$ cat config.mk
export PLATFORM = sky130hd
export DESIGN_NAME = bounce_box_gen_flat
export DESIGN_NICKNAME = d
export VERILOG_FILES = /design/src/rtl/vga_pkg.sv /design/src/rtl/bounce_box_gen_if.sv /design/src/rtl/bounce_box_gen_axis.sv /design/src/rtl/bounce_box_gen.sv /design/src/flat_wrapper.sv
export SDC_FILE = /design/constraint.sdc
export NUM_CORES = 1
export LEC_CHECK = 0
export BUFFER_PORTS_ARGS = -buffer_cell sky130_fd_sc_hd__buf_4
export CORE_MARGIN = 3
export CORE_UTILIZATION = 47
export DETAILED_ROUTE_END_ITERATION = 16
export PLACE_DENSITY = 0.68
export SLEW_MARGIN = 15
export SYNTH_ARGS = -nofsm -noshare
export SYNTH_HDL_FRONTEND = slang
export SYNTH_HIERARCHICAL = 1
export SYNTH_SLANG_ARGS = --single-unit
$ cat constraint.sdc
create_clock -name clk -period 7 [get_ports clk]
set_input_delay 1.4 -clock clk [delete_from_list [all_inputs] [get_ports clk]]
set_output_delay 1.4 -clock clk [all_outputs]
set_load 0.02 [all_outputs]
$ cat src/rtl/vga_pkg.sv
// vga_pkg: shared VGA timing constants, bounce palette and FSM state type
package vga_pkg;
  localparam int H_ACTIVE = 640;
  localparam int V_ACTIVE = 480;
  localparam int H_TOTAL = 800;
  localparam int V_TOTAL = 525;
  localparam int HF = 16;
  localparam int HR = 96;
  localparam int VF = 10;
  localparam int VR = 2;
  localparam logic [7:0][11:0] PALETTE = {12'h888, 12'hF80, 12'hF0F, 12'h0FF,
                                          12'hFF0, 12'h00F, 12'h0F0, 12'hF00};
  typedef enum logic [1:0] {SYNC, RUN, PAUSED} state_t;
endpackage

$ cat src/rtl/bounce_box_gen_if.sv
// bounce_box_gen_if: pixel timing bus from VGA_sync to pixel sources
interface bounce_box_gen_if;
  logic pix_en;
  logic [9:0] pixel_x;
  logic [9:0] pixel_y;
  logic video_on;
  modport master(output pix_en, pixel_x, pixel_y, video_on);
  modport slave(input pix_en, pixel_x, pixel_y, video_on);
endinterface

$ cat src/rtl/bounce_box_gen_axis.sv
// bounce_axis: one axis of box motion, clamps at 0/MAX and flips direction on a bounce
module bounce_axis #(
  parameter int MAX = 608,
  parameter int STEP = 2,
  parameter int INIT = 304
) (
  input  logic       clk,
  input  logic       rst_n,
  input  logic       step,
  output logic [9:0] pos,
  output logic       bounce
);
  localparam logic [10:0] MAX_W = 11'(MAX);
  localparam logic [10:0] STEP_W = 11'(STEP);
  localparam logic [9:0] MAX10 = 10'(MAX);
  localparam logic [9:0] STEP10 = 10'(STEP);
  logic [9:0] pos_q, pos_d;
  logic dir_q, dir_d;
  logic [10:0] sum;
  // dir_q=1 means moving towards zero
  always_comb begin
    sum = {1'b0, pos_q} + STEP_W;
    bounce = step && (dir_q ? ({1'b0, pos_q} <= STEP_W) : (sum >= MAX_W));
    pos_d = !step ? pos_q : dir_q ? (bounce ? '0 : pos_q - STEP10) : (bounce ? MAX10 : sum[9:0]);
    dir_d = dir_q ^ bounce;
  end
  always_ff @(posedge clk or negedge rst_n)
    if (!rst_n) begin
      pos_q <= 10'(INIT);
      dir_q <= 1'b0;
    end else begin
      pos_q <= pos_d;
      dir_q <= dir_d;
    end
  assign pos = pos_q;
endmodule

$ cat src/rtl/bounce_box_gen.sv
// bounce_box_gen: border plus a bouncing, colour-cycling square rendered from VGA_sync coordinates
module bounce_box_gen import vga_pkg::*; #(
  parameter int BOX_SIZE = 32,
  parameter int STEP = 2,
  parameter int INIT_X = 304,
  parameter int INIT_Y = 224
) (
  input  logic              clk,
  input  logic              rst_n,
  bounce_box_gen_if.slave   vif,
  input  logic              pause,
  output logic [3:0]        red,
  output logic [3:0]        green,
  output logic [3:0]        blue,
  output logic [9:0]        box_x,
  output logic [9:0]        box_y,
  output logic              frame_tick
);
  state_t state_q, state_d;
  logic [11:0] rgb_q, rgb_d;
  logic [2:0] col_q, col_d;
  logic taken_q, taken_d;
  logic evt, step, bnc_x, bnc_y, border, in_box;
  logic [10:0] px, py, bx, by;
  bounce_axis #(.MAX(H_ACTIVE - BOX_SIZE), .STEP(STEP), .INIT(INIT_X)) u_x (
    .clk(clk), .rst_n(rst_n), .step(step), .pos(box_x), .bounce(bnc_x)
  );
  bounce_axis #(.MAX(V_ACTIVE - BOX_SIZE), .STEP(STEP), .INIT(INIT_Y)) u_y (
    .clk(clk), .rst_n(rst_n), .step(step), .pos(box_y), .bounce(bnc_y)
  );
  // taken_q blocks a second event until the pixel stream leaves the last active line
  always_comb begin
    px = {1'b0, vif.pixel_x};
    py = {1'b0, vif.pixel_y};
    bx = {1'b0, box_x};
    by = {1'b0, box_y};
    evt = vif.pix_en && px == 11'(H_ACTIVE) && py == 11'(V_ACTIVE - 1) && !taken_q;
    frame_tick = evt && state_q != SYNC;
    step = frame_tick && !pause;
    taken_d = vif.pix_en ? (py == 11'(V_ACTIVE - 1) && (taken_q || evt)) : taken_q;
    col_d = col_q + 3'(bnc_x || bnc_y);
    state_d = state_q == SYNC ? ((vif.pix_en && px == '0 && py == '0) ? RUN : SYNC)
            : frame_tick ? (pause ? PAUSED : RUN) : state_q;
    border = px == '0 || px == 11'(H_ACTIVE - 1) || py == '0 || py == 11'(V_ACTIVE - 1);
    in_box = px >= bx && px < bx + 11'(BOX_SIZE) && py >= by && py < by + 11'(BOX_SIZE);
    rgb_d = !vif.pix_en ? rgb_q
          : (state_q == SYNC || !vif.video_on) ? 12'h000
          : border ? 12'hFFF : in_box ? PALETTE[col_q] : 12'h000;
  end
  always_ff @(posedge clk or negedge rst_n)
    if (!rst_n) begin
      state_q <= SYNC;
      rgb_q <= '0;
      col_q <= '0;
      taken_q <= 1'b0;
    end else begin
      state_q <= state_d;
      rgb_q <= rgb_d;
      col_q <= col_d;
      taken_q <= taken_d;
    end
  assign red = rgb_q[11:8];
  assign green = rgb_q[7:4];
  assign blue = rgb_q[3:0];
endmodule

$ cat src/flat_wrapper.sv
// flat-port wrapper written by rule: the top's interface ports become plain ports
module bounce_box_gen_flat import vga_pkg::*;
#(
  parameter int BOX_SIZE = 32,
  parameter int STEP = 2,
  parameter int INIT_X = 304,
  parameter int INIT_Y = 224
)
  (clk, rst_n, pause, red, green, blue, box_x, box_y, frame_tick, vif_pix_en, vif_pixel_x, vif_pixel_y, vif_video_on);
  bounce_box_gen_if vif_i ();
  input  logic clk;
  input  logic rst_n;
  input  logic pause;
  output logic [3:0] red;
  output logic [3:0] green;
  output logic [3:0] blue;
  output logic [9:0] box_x;
  output logic [9:0] box_y;
  output logic frame_tick;
  input wire logic [$bits(vif_i.pix_en)-1:0] vif_pix_en;
  input wire logic [$bits(vif_i.pixel_x)-1:0] vif_pixel_x;
  input wire logic [$bits(vif_i.pixel_y)-1:0] vif_pixel_y;
  input wire logic [$bits(vif_i.video_on)-1:0] vif_video_on;
  assign vif_i.pix_en = vif_pix_en;
  assign vif_i.pixel_x = vif_pixel_x;
  assign vif_i.pixel_y = vif_pixel_y;
  assign vif_i.video_on = vif_video_on;
  bounce_box_gen #(.BOX_SIZE(BOX_SIZE), .STEP(STEP), .INIT_X(INIT_X), .INIT_Y(INIT_Y)) u_core (.clk(clk), .rst_n(rst_n), .vif(vif_i), .pause(pause), .red(red), .green(green), .blue(blue), .box_x(box_x), .box_y(box_y), .frame_tick(frame_tick));
endmodule
==> Implementation_results.wiki, run 1 <==
{| class="wikitable"
! Metric !! Value
|-
| Outcome || finished clean
|-
| Crit Path Class || in2out
|-
| Fraction of layout cells with a size suffix above 1 || about a fifth
|-
| CTS Root Buffer Type || clkbuf_8
|-
| Antenna violations before repair || 0
|-
| Total clock sinks || 32
|-
| Largest net degree at the start of global routing || 42
|-
| Part of the power in the clock network || a little over two fifths
|-
| Maximum buffer depth of the clock tree || 2
|-
| Share of total power in sequential cells || a little under half
|-
| Dpl ws || about 2.3 ns
|-
| Commonest non-fill, non-tap cell in the layout || buf_4
|-
| Layout Area Growth over Synthesis || 12.2%
|-
| Height of the die || ~94 µm
|-
| Total Wirelength || just over 9000 µm
|-
| Setup repair after global routing missed its margin || false
|-
| Global-route wire length before repair || approximately 15000 µm
|-
| Net switching power of the design || between 0.00009 and 0.0001 W
|-
| Worst rel slew slack || approximately three fifths
|-
| Number of synthesized flops with an enable pin || 0
|-
| Hold Vio Cnt, Final || 0
|-
| GP Congestion || between 0.8 and 0.9
|-
| Sum of negative setup slack || 0 ns
|-
| Effective utilization at floorplan || roughly half
|-
| Finish-stage setup viols || 0
|-
| Worst-path cell chain || buf_4 -> or4_4 -> or4_4 -> nor4_2 -> buf_4
|-
| Sequential fraction of the synthesis area || 22.0%
|-
| Number of gates given a new drive strength after cts || 0
|-
| Switching share of total power || 23.1%
|-
| DRT antenna net count || 0
|-
| Clock insertion delay at the later pin of the skew report || 0.28 ns
|-
| Drt initial violations || between 150 and 200
|-
| Worst reg2reg startpoint || u_core/u_x/pos[1]
|-
| Combinational fraction of design power || between 10% and 20%
|-
| Post-detailed-route wirelength per cell || approximately 16 µm
|-
| Synthesized instance count || between 400 and 500
|-
| Clock transition at the registers of the reported paths || 0.07 ns
|-
| Number of diodes || 0
|-
| Number of top-level design ports || 58
|-
| Worst-case setup margin in the final layout || roughly 2.5 ns
|-
| Number of hold buffers added after CTS || 0
|-
| Crit path from || vif_pixel_x[2]
|-
| Number of flip-flops and latches in the synthesized netlist || 32
|-
| CTS tree || done
|-
| Vias after detailed routing || around 3400
|-
| IO buf count || 55
|-
| Portion of the clock cycle consumed by the worst path in the final layout || ~65%
|-
| Via count of the first global-routing pass || ~3100
|-
| Maximum single-stage delay on the critical path || 0.57 ns
|-
| Net Count, Synth || a little over 500
|-
| Final-layout fill cell count || a little under 700
|-
| Required @ worst endpoint || 5.60 ns
|-
| Floorplan core area || ~0.0074 mm²
|-
| Total CTS buffers || 5
|-
| Leading cell types in the layout, fill and taps excluded || buf_4, ha_1, inv_1
|-
| Top fanout value on the critical path || 3
|-
| Placed wire-length estimate || 6960 µm
|-
| Overall power consumption || between 0.0004 and 0.0005 W
|-
| Crit path arrival time || roughly 3.1 ns
|-
| Type of element capturing the critical path || primary output
|-
| Minimum clock period || 4.52 ns
|-
| Count of distinct cell types in the synthesized netlist || 84
|-
| Post-synth ARST share || between 90% and 100%
|-
| Post-CTS Setup Bufs || 0
|-
| Overall Global Routing Usage || between 20% and 30%
|-
| Number of iterations in the first detailed-routing pass || 5
|-
| Area of the multi-input gates || around 0.0025 mm²
|-
| Power density over the cells || 98.6 mW/mm²
|-
| Master of the slowest instance on the critical path || or4_4
|-
| Die outline area || 0.00891 mm²
|-
| Actual slew at the worst max-slew pin || between 0.5 and 0.6 ns
|-
| Max capacitance violation total || 0
|-
| Cell family with the largest share of critical-path delay || simple AND/OR/NAND/NOR gates
|-
| Number of pins with negative max-slew slack in the final report || 0
|-
| Top achievable clock speed || 221 MHz
|-
| Footprint of the flip-flops and latches || approximately 800 µm²
|-
| Sum of overflow across all layers after global routing || 0
|-
| Number of levels the H-tree was split into || 2
|-
| Worst Hold Launch || u_core/state_q[1]
|-
| Post-Synthesis Cell Area || ~0.0037 mm²
|-
| Combined buffer and inverter count along the critical path || 2
|-
| DR vias/cell || approximately 5.9
|-
| Residual DRC || 0
|-
| Number of nets in the finished design || ~550
|-
| YS warnings || 6
|-
| Worst Skew || between 0.004 and 0.005 ns
|-
| Std-Cell Rows || 31
|-
| Standby leakage power || 1.81 nW
|-
| Avg Synthesized Cell Area || around 8.3 µm²
|-
| Type of the worst min-delay path || reg2reg
|-
| Nature of the critical path startpoint || input port
|-
| Die X-Extent || 94.4 µm
|-
| Internal power summed over all cells || 0.000312 W
|-
| IR Drop Worst-Case VDD || roughly 0.11 mV
|-
| Commonest register cell after synthesis || dfrtp_1
|}
[sequential cells by signal (all words and copies together), names as in the netlist]
| name | cells |
|---|---|
| u_core/col_q | 3 |
| u_core/rgb_q | 6 |
| u_core/state_q | 2 |
| u_core/taken_q | 1 |
| u_core/u_x/dir_q | 1 |
| u_core/u_x/pos | 9 |
| u_core/u_y/dir_q | 1 |
| u_core/u_y/pos | 9 |
[cell families (layout without fill, tap and decap cells)]
kind of cell             Yosys count  in the layout  synth area share (%)
AO/OA/AOI/OAI                    126            126                  24.7
XOR/XNOR                          13             13                  3.10
adder cells (fa/ha/maj)           45             45                  15.3
buffers and inverters             71            107                  10.1
flip-flops                        32             32                  22.0
multiplexers                       6              6                  1.74
other                              2              2                 0.205
AND/OR/NAND/NOR                  147            147                  22.8
[final timing paths]
path / slack [ns] / end / depth (start not counted)
hold / removal: 0.57 / u_core/state_q[1] / 2
min in group asynchronous: 1.04 / u_core/rgb_q[10] / 1
max in group asynchronous: 5.62 / u_core/u_y/pos[7] / 1
setup reg to reg: 3.91 / u_core/col_q[2] / 11
setup / recovery: 2.48 / frame_tick / 5
hold reg to reg: 0.57 / u_core/state_q[1] / 2
[synthesized netlist by cell type, drive strengths merged, types with 6 or more instances]
cell     n  area, µm²
ha      45        563
inv     41        154
nand2   32        123
a21oi   28        140
dfrtp   26        651
nor2    24       92.6
o21ai   23        115
nand3   17       85.1
buf     14       95.1
clkbuf  14       83.8
nor3    11       66.3
a31oi   10       77.6
nor4    10       83.8
nand2b   8       50.1
nand4    8       50.1
xnor2    8       70.1
a21o     7       52.6
o31ai    7       52.6
dfstp    6        158
nor2b    6       37.5
o221ai   6       52.6
[per-layer routing]
| layer | up-vias | track usage (%) | routed length, µm | share of wire, % |
|---|---|---|---|---|
| met5 | - | 0 | 0 | 0 |
| met4 | 0 | 3.85 | 50 | 0.55 |
| met3 | 7 | 2.87 | 426 | 4.7 |
| met2 | 89 | 33.9 | 4430 | 48 |
| met1 | 1624 | 29.5 | 4240 | 46 |
| li1 | 1700 | - | - | - |
[worst register-to-register path, delay by kind of cell (launching register included)]
family,cells,cell delay [ns]
flops,1,0.53
simple gates,4,0.90
compound gates,3,0.63
fa+ha+maj,3,0.74
xor+xnor,1,0.15
[layout make-up]
| cell class | instances | share of cell area, % |
|---|---|---|
| multi-input combinational | 339 | 60.5 |
| inverter | 42 | 3.83 |
| clock inverter | 2 | 0.851 |
| timing repair buffer | 57 | 10.4 |
| tap | 99 | 3.01 |
| sequential | 32 | 19.6 |
| clock buffer | 6 | 1.76 |
[metrics by stage]
stage / hold WS [ns] / std cells / utilization [%] / area, µm²
5_1_grt: 0.610 / 577 / 55.6 / 4120
3_3_place_gp: 0.530 / 569 / 54.1 / 4010
6_report: 0.569 / 577 / 55.6 / 4120
2_1_floorplan: 0.513 / 442 / - / 3670
3_5_place_dp: 0.561 / 569 / 54.1 / 4010
4_1_cts: 0.576 / 577 / 55.6 / 4120
[power groups by stage]
stage	registers, W	clock network, W	logic, W
after floorplan	0.000188	0	0.0000235
after global placement	0.000188	0	0.0000459
after detailed placement	0.000188	0	0.0000470
after CTS	0.000185	0.000178	0.0000472
after global routing	0.000185	0.000189	0.0000539
final	0.000185	0.000174	0.0000473
Power figures use the tool's default switching activity.
==> run 2: changes to the inputs <==
Settings changed: PLACE_DENSITY 0.68 to 0.71.
Clock period 7 ns to 3.8 ns, I/O delays scaled along.
==> Implementation_results.wiki, run 2 (same netlist as run 1, synthesis figures left out) <==
{| class="wikitable"
! Metric !! Value
|-
| Setup repair after global routing missed its margin || false (unchanged)
|-
| Nature of the critical path startpoint || input port (unchanged)
|-
| Overall Global Routing Usage || 20.9% (was 20.8%)
|-
| Net switching power of the design || 0.000163 W (was 0.0000936 W)
|-
| Standby leakage power || 1.81 nW (about the same)
|-
| Global-route wire length before repair || 15200 µm (was 15000 µm)
|-
| Antenna violations before repair || 0 (unchanged)
|-
| Type of the worst min-delay path || in2async (was reg2reg)
|-
| Number of hold buffers added after CTS || 0 (unchanged)
|-
| Post-detailed-route wirelength per cell || 15.8 µm (was 15.9 µm)
|-
| Worst-case setup margin in the final layout || 0.468 ns (was 2.48 ns)
|-
| Number of pins with negative max-slew slack in the final report || 0 (unchanged)
|-
| Total Wirelength || 9110 µm (was 9150 µm)
|-
| Sum of overflow across all layers after global routing || 0 (unchanged)
|-
| Leading cell types in the layout, fill and taps excluded || buf_4, ha_1, inv_1 (unchanged)
|-
| Fraction of layout cells with a size suffix above 1 || 20.7% (was 20.5%)
|-
| IO buf count || 55 (unchanged)
|-
| Crit path arrival time || 3.53 ns (was 3.12 ns)
|-
| Drt initial violations || 231 (was 194)
|-
| Portion of the clock cycle consumed by the worst path in the final layout || between 80% and 90%
|-
| Minimum clock period || roughly 3.3 ns
|-
| Outcome || finished clean (unchanged)
|-
| Internal power summed over all cells || 0.000546 W (was 0.000312 W)
|-
| Dpl ws || 0.154 ns (was 2.34 ns)
|-
| Die outline area || 0.00891 mm² (unchanged)
|-
| Number of gates given a new drive strength after cts || 0 (unchanged)
|-
| Worst Skew || 0.00448 ns (was 0.00434 ns)
|-
| Worst rel slew slack || 60.8% (was 61.8%)
|-
| Sum of negative setup slack || 0 ns (unchanged)
|-
| Number of diodes || 0 (unchanged)
|-
| Type of element capturing the critical path || flop (was primary output)
|-
| Required @ worst endpoint || 4.00 ns (was 5.60 ns)
|-
| Combinational fraction of design power || 12.4% (was 11.6%)
|-
| Overall power consumption || 0.000709 W (was 0.000406 W)
|-
| IR Drop Worst-Case VDD || 0.103 mV (was 0.112 mV)
|-
| Share of total power in sequential cells || 48.1% (was 45.6%)
|-
| Top achievable clock speed || ~300 MHz
|-
| Floorplan core area || 0.00741 mm² (unchanged)
|-
| Power density over the cells || 171 mW/mm² (was 98.6 mW/mm²)
|-
| Height of the die || 94.4 µm (unchanged)
|-
| Finish-stage setup viols || 0 (unchanged)
|-
| Post-CTS Setup Bufs || 0 (unchanged)
|-
| Top fanout value on the critical path || 7 (was 3)
|-
| Placed wire-length estimate || 6980 µm (was 6960 µm)
|-
| DR vias/cell || 5.98 (was 5.93)
|-
| Total clock sinks || 32 (unchanged)
|-
| Std-Cell Rows || 31 (unchanged)
|-
| Actual slew at the worst max-slew pin || 0.582 ns (was 0.567 ns)
|-
| Residual DRC || 0 (unchanged)
|-
| Vias after detailed routing || 3456 (was 3420)
|-
| Clock transition at the registers of the reported paths || 0.06 ns (was 0.07 ns)
|-
| Number of iterations in the first detailed-routing pass || 4 (was 5)
|-
| Largest net degree at the start of global routing || 41 (was 42)
|-
| DRT antenna net count || 0 (unchanged)
|-
| GP Congestion || 0.860 (was 0.857)
|-
| Part of the power in the clock network || 39.5% (was 42.8%)
|-
| Crit Path Class || in2reg (was in2out)
|-
| Max capacitance violation total || 0 (unchanged)
|-
| Layout Area Growth over Synthesis || 12.8% (was 12.2%)
|-
| Via count of the first global-routing pass || 3250 (was 3088)
|-
| Hold Vio Cnt, Final || 0 (unchanged)
|-
| Clock insertion delay at the later pin of the skew report || 0.28 ns (about the same)
|-
| Die X-Extent || 94.4 µm (unchanged)
|-
| Commonest non-fill, non-tap cell in the layout || buf_4 (unchanged)
|-
| CTS Root Buffer Type || clkbuf_8 (unchanged)
|-
| Effective utilization at floorplan || 49.6% (unchanged)
|-
| CTS tree || done (unchanged)
|-
| Number of top-level design ports || 58 (unchanged)
|-
| Switching share of total power || 23.0% (was 23.1%)
|-
| Maximum buffer depth of the clock tree || 2 (unchanged)
|-
| Total CTS buffers || 5 (unchanged)
|-
| Number of nets in the finished design || 548 (was 547)
|-
| Number of levels the H-tree was split into || 2 (unchanged)
|}
-- run 2: metal layers --
metal | wire length [µm] | vias up | global-route usage, %
met1 | 4320 | 1651 | 28.6
li1 | - | 1702 | -
met2 | 4230 | 92 | 34.5
met4 | 114 | 0 | 4.69
met3 | 444 | 11 | 3.67
met5 | 0 | - | 0
-- run 2: final timing paths --
path | cells past startpoint | slack (ns) | start | end
worst max-delay path | 11 | 0.47 | vif_pixel_x[2] | u_core/col_q[2]
worst min-delay path | 1 | 0.41 | rst_n | u_core/rgb_q[3]
worst max register to register | 11 | 0.73 | u_core/u_x/pos[2] | u_core/col_q[2]
worst min register to register | 2 | 0.58 | u_core/rgb_q[7] | u_core/rgb_q[7]
max in group asynchronous | 1 | 3.06 | rst_n | u_core/u_x/pos[4]
min in group clk | 2 | 0.58 | u_core/rgb_q[7] | u_core/rgb_q[7]
-- run 2: critical path: stages --
cell	delay [ns]
buf_4	0.12
or4_4	0.54
or4_4	0.58
nor4_4	0.28
and2_1	0.24
inv_1	0.15
a211oi_4	0.26
or2_2	0.17
ha_1	0.13
ha_1	0.15
xor2_1	0.16
-- run 2: power by group through the flow --
stage | clock, W | combinational, W | sequential [W]
5_1_grt | 0.000303 | 0.0000997 | 0.000341
2_1_floorplan | 0 | 0.0000433 | 0.000347
3_3_place_gp | 0 | 0.0000843 | 0.000347
3_5_place_dp | 0 | 0.0000873 | 0.000347
4_1_cts | 0.000293 | 0.0000877 | 0.000341
6_report | 0.000280 | 0.0000879 | 0.000341
-- run 2: metrics by stage --
stage	utilization [%]	hold slack, ns	cells	instance area [µm²]
floorplan	-	0.464	442	3680
global placement	54.5	0.552	570	4040
detailed placement	54.5	0.571	570	4040
CTS	55.9	0.413	578	4140
global route	55.9	0.434	578	4140
finish	55.9	0.405	578	4140
-- run 2: final cells by class --
cell class / count / area [µm²]
timing repair buffer: 58 / 448
inverter: 42 / 158
sequential: 32 / 808
tap: 99 / 124
clock buffer: 8 / 100
multi-input combinational: 339 / 2500
fill: 676 / 3270
